===== src/rtl/regfile_writeback_queue.sv =====
// regfile_writeback_queue: register-file write-port initiator.
// Merges single-cycle ALU results with long-latency results buffered in a
// small FIFO, registers the write port, and keeps a per-register pending
// scoreboard for the hazard unit.
// Optional macro WBQ_DRAIN_STALL_EN: when the queue stays full while the ALU
// keeps writing, force a one-cycle ALU stall so the queue head can drain.
module regfile_writeback_queue #(
  parameter int DEPTH  = 4,
  parameter int DATA_W = 32
) (
  input  logic                     clk,
  input  logic                     reset,
  input  logic                     alu_valid,
  input  logic [4:0]               alu_reg,
  input  logic [DATA_W-1:0]        alu_data,
  input  logic                     lsu_valid,
  output logic                     lsu_ready,
  input  logic [4:0]               lsu_reg,
  input  logic [DATA_W-1:0]        lsu_data,
  input  logic                     issue_valid,
  input  logic [4:0]               issue_reg,
  input  logic [4:0]               rs1,
  input  logic [4:0]               rs2,
  output logic                     rs1_pending,
  output logic                     rs2_pending,
  output logic                     RegWrite,
  output logic [4:0]               Write_register,
  output logic [DATA_W-1:0]        Write_data,
  output logic [$clog2(DEPTH):0]   queue_count,
  output logic                     alu_stall
);

  localparam int PW = (DEPTH > 1) ? $clog2(DEPTH) : 1;
  localparam int CW = $clog2(DEPTH) + 1;

  logic [4:0]        q_reg  [DEPTH];
  logic [DATA_W-1:0] q_data [DEPTH];
  logic [PW-1:0]     wr_ptr;
  logic [PW-1:0]     rd_ptr;
  logic [CW-1:0]     count;
  logic [31:0]       pending;
  logic [31:0]       pending_next;

  logic              push;
  logic              pop;
  logic              sel_alu;
  logic              full;
  logic [4:0]        head_reg;
  logic [DATA_W-1:0] head_data;

  // Arbitration between the ALU path and the queue head
  always_comb begin
    full      = (count == CW'(DEPTH));
    lsu_ready = !full;
    push      = lsu_valid && !full;
    sel_alu   = alu_valid && !alu_stall;
    pop       = !sel_alu && (count != '0);
    head_reg  = q_reg[rd_ptr];
    head_data = q_data[rd_ptr];
  end

  assign queue_count = count;
  assign rs1_pending = pending[rs1];
  assign rs2_pending = pending[rs2];

  // Queue storage: write the tail slot on an accepted push
  always_ff @(posedge clk) begin
    if (push) begin
      q_reg[wr_ptr]  <= lsu_reg;
      q_data[wr_ptr] <= lsu_data;
    end
  end

  // Queue pointers and occupancy; pointers wrap naturally at DEPTH
  always_ff @(posedge clk) begin
    if (!reset) begin
      wr_ptr <= '0;
      rd_ptr <= '0;
      count  <= '0;
    end else begin
      if (push) wr_ptr <= wr_ptr + 1'b1;
      if (pop)  rd_ptr <= rd_ptr + 1'b1;
      case ({push, pop})
        2'b10:   count <= count + 1'b1;
        2'b01:   count <= count - 1'b1;
        default: count <= count;
      endcase
    end
  end

  // Registered write port; address/data hold when nothing is selected
  always_ff @(posedge clk) begin
    if (!reset) begin
      RegWrite       <= 1'b0;
      Write_register <= '0;
      Write_data     <= '0;
    end else if (sel_alu) begin
      RegWrite       <= (alu_reg != 5'd0);
      Write_register <= alu_reg;
      Write_data     <= alu_data;
    end else if (pop) begin
      RegWrite       <= (head_reg != 5'd0);
      Write_register <= head_reg;
      Write_data     <= head_data;
    end else begin
      RegWrite       <= 1'b0;
    end
  end

  // Pending scoreboard next state: clear on pop, then set on issue so set wins
  always_comb begin
    pending_next = pending;
    if (pop) pending_next[head_reg] = 1'b0;
    if (issue_valid) pending_next[issue_reg] = 1'b1;
    pending_next[0] = 1'b0;
  end

  // Pending scoreboard register
  always_ff @(posedge clk) begin
    if (!reset) pending <= '0;
    else        pending <= pending_next;
  end

`ifdef WBQ_DRAIN_STALL_EN
  logic [1:0] drain_cnt;

  // Count consecutive full+ALU cycles; on reaching 2 stall the ALU for one cycle
  always_ff @(posedge clk) begin
    if (!reset) begin
      drain_cnt <= '0;
      alu_stall <= 1'b0;
    end else if (alu_stall) begin
      drain_cnt <= '0;
      alu_stall <= 1'b0;
    end else if (full && alu_valid) begin
      drain_cnt <= drain_cnt + 1'b1;
      alu_stall <= (drain_cnt == 2'd1);
    end else begin
      drain_cnt <= '0;
      alu_stall <= 1'b0;
    end
  end
`else
  // Without the drain feature the ALU always has priority
  always_comb alu_stall = 1'b0;
`endif

endmodule


===== config.mk =====
export PLATFORM = sky130hd
export DESIGN_NAME = regfile_writeback_queue
export DESIGN_NICKNAME = d
export VERILOG_FILES = /design/src/rtl/regfile_writeback_queue.sv
export SDC_FILE = /design/constraint.sdc
export NUM_CORES = 1
export LEC_CHECK = 0
export BUFFER_PORTS_ARGS = -buffer_cell sky130_fd_sc_hd__buf_2
export CORE_MARGIN = 2
export CORE_UTILIZATION = 30
export DETAILED_ROUTE_END_ITERATION = 10
export SLEW_MARGIN = 20
export SYNTH_ARGS = -nofsm -noshare
export SYNTH_HDL_FRONTEND = slang
export SYNTH_SLANG_ARGS = --single-unit
export TNS_END_PERCENT = 1

===== constraint.sdc =====
create_clock -name clk -period 3.2 [get_ports clk]
set_clock_uncertainty 0.05 [all_clocks]
set_input_delay 0.64 -clock clk [delete_from_list [all_inputs] [get_ports clk]]
set_output_delay 0.64 -clock clk [all_outputs]
set_load 0.01 [all_outputs]

==> out/qor.csv <==
stage,metric,value,unit
status,status,"finished, final reports clean",
timing,period_share,0.8776,
global_routing,grt_pass1_vias,6100,
placed_design,port_buffers,137,
cells_and_area,multi_input_area,3054,um^2
pwr,p_sw_frac,0.2817,
pwr,power_density,763.7,nW/um^2
synth,avgSynthCellArea,13.88,um^2
drt,drt-total-wl,22840,um
drt,detail-route-antenna-nets,0,
setup_path,cp_slowest_stage_delay,0.54,ns
drt,wl_per_cell,18.73,um
die,ios,139,
synth,syn_area,9255,um^2
cells_and_area,top_register,q_data,
cells_and_area,layout.nets,904,
cells_and_area,drive_gt1_frac,0.3090,
pwr,switching_power,2.436,mW
synth,synth_warnings,0,
setup_path,cp_cell_sequence,buf_2 > mux4_2 > a22oi_1 > o211ai_1 > mux2_2 > buf_2,
global_routing,grt_pass1_wl,35100,um
synth,syn_nets,767,
cts,numClockSinks,226,
die,chipHeight,179.6,um
die,core_area,30510,um^2
global_routing,gr-total-overflow,0,
cells_and_area,top_regs,"q_data: 128 flops, Write_data: 32 flops, pending: 31 flops",
setup_path,startpoint,rs2[1],
synth,netlist_instances,667,
setup_path,r2r-start,queue_count[2],
cts,clockRootBuffer,clkbuf_16,
placed_design,hpwl,14880,um
timing,maxSlewHeadroom,0.4690,
synth,synth-edff-count,148,
setup_path,crit_fanout,10,
drt,drt_iter0_drc,376,
cts,cts_buffers,24,
synth,synth-seq-area-share,0.6489,
pwr,power_leakage,4.033,nW
placed_design,place_congestion,0.8235,
drt,drc_errors,0,
timing,hold_viol,0,
timing,max_freq,356.1,MHz
cts,post-cts-setup-buffers,0,
setup_path,cpMaxStageDelayCell,mux4_2,
cts,cts_resized,0,
setup_path,worstPathRequired,2.51,ns
timing,finalSetupTns,0,ns
cts,clk-insertion-delay-late,0.51,ns
synth,yosys_most_used_dff,edfxtp_1,
pwr,p_comb_frac,0.221,
pwr,p_int,6.211,mW
die,row_count,64,
drt,drt_first_pass_iters,5,
setup_path,path_class,in -> out,
hold_path,worstHoldStart,lsu_data[10],
cells_and_area,syn_to_final_growth,22.33,%
cells_and_area,layout_commonest_cell,edfxtp_1,
timing,layout_min_cycle_time,2.808,ns
global_routing,grt_max_degree,43,
setup_path,worstSetupEndpointType,primary output,
cells_and_area,largest_register_ffs,128,
die,die_w,179.6,um
timing,slew_violations,0,
cells_and_area,nFillCells,2927,
synth,synth_seq_cells,226,
pwr,irDropWorstVdd,0.3809,mV
pwr,pwr-share-clk,0.362,
job,maxCapViolations,0,
setup_path,start_kind,input port,
cts,max-clock-path-buffers,3,
global_routing,grt_usage,0.1380,
cts,cts_tree,built,
die,initial_utilization,0.3034,
timing,rsz0062_at_grt,no,
setup_path,crit_top_cell,buf_2,
pwr,finalPower,8.647,mW
global_routing,grt_antenna_before_repair,7,
synth,synth_cell_types,42,
pwr,seqPwrFrac,0.418,
setup_path,arrival,2.12,ns
timing,setup_viol,0,
die,dieArea,32270,um^2
cts,clkSlewWorstSetupHoldPaths,0.06,ns
cts,cts_max_level,1,
drt,vias,6096,
cells_and_area,register_area,6008,um^2
cells_and_area,layout_common_cells,"edfxtp_1, buf_2, dfxtp_1, a21oi_1, nand2_1",
drt,via_per_inst,5.001,
synth,async_flop_share,0,
cts,cts_hold_buffers,0,
hold_path,hp-class,in -> reg,
timing,worst_slew_pin_slew,0.7936,ns
==> critical path: cells and delay by family <==
family                 cells  cell delay (ns)
multiplexers               2             0.81
buffers and inverters      2             0.39
AO/OA/AOI/OAI              2             0.28
==> Yosys cell counts, types with 6 or more instances <==
master    number  area, um^2
and2_1         8       50.05
clkbuf_1      30       112.6
a21boi_1      23       172.7
nand3b_1       6       45.04
o21ai_1       16       80.08
a21boi_0      11       82.58
o21ai_0       56       280.3
mux4_2        49        1104
and3_1         7       43.79
dfxtp_1       78        1562
buf_2          6       30.03
nor2_1         6       22.52
edfxtp_1     148        4444
a21oi_1       76       380.4
mux2i_1       10       100.1
nand2_1       76       285.3
inv_1          8       30.03
==> metal layers <==
| layer | global-route usage | share of wire | up-vias |
|---|---|---|---|
| met5 | 0 | 0.0021 | - |
| li1 | - | - | 2820 |
| met2 | 0.2351 | 0.49 | 213 |
| met3 | 0.03606 | 0.075 | 36 |
| met4 | 0.02667 | 0.014 | 8 |
| met1 | 0.1783 | 0.42 | 3019 |
==> final timing paths <==
kind	cells after the start	slack, ns	end
max reg2reg	9	0.68	queue_count[2]
min	1	0.29	q_data[3][10]
max	6	0.39	rs2_pending
min reg2reg	2	0.45	pending[24]
==> per-stage QoR <==
step / hold slack (ns) / worst slack, ns / utilization / instance area [um^2] / std cells
finish: 0.2911 / 0.3916 / 0.3711 / 11320 / 1219
global route: 0.2816 / 0.2924 / 0.3710 / 11320 / 1218
CTS: 0.2740 / 0.3893 / 0.3710 / 11320 / 1218
detailed placement: 0.4437 / 0.3946 / 0.3407 / 10390 / 1174
global placement: 0.4349 / 0.3947 / 0.3407 / 10390 / 1174
floorplan: 0.4090 / 0.5507 / - / 9255 / 667
==> layout make-up <==
class / instances / area share
Sequential cell: 226 / 0.5307
Multi-Input combinational cell: 391 / 0.2698
Timing Repair Buffer: 153 / 0.07117
Clock buffer: 33 / 0.06708
Tap cell: 396 / 0.04376
Clock inverter: 11 / 0.01470
Inverter: 8 / 0.002652
Antenna cell: 1 / 0.0002210
==> power groups by stage <==
stage          clock network (mW)  logic (mW)  registers (mW)
3_5_place_dp                    0        1.97            3.68
6_report                     3.13        1.91            3.61
2_1_floorplan                   0        1.25            3.67
4_1_cts                      3.19        1.97            3.62
3_3_place_gp                    0        1.94            3.67
5_1_grt                      3.32        2.10            3.65
==> cell families after synthesis <==
logic type,share of synthesized area
AO/OA/AOI/OAI,0.1127
XOR/XNOR,0.004733
adder cells (fa/ha/maj),0.008923
buffers and inverters,0.02231
flip-flops,0.6489
multiplexers,0.1313
other,0.0004052
AND/OR/NAND/NOR,0.07070
Note: power is estimated with default switching activity, not from simulation.
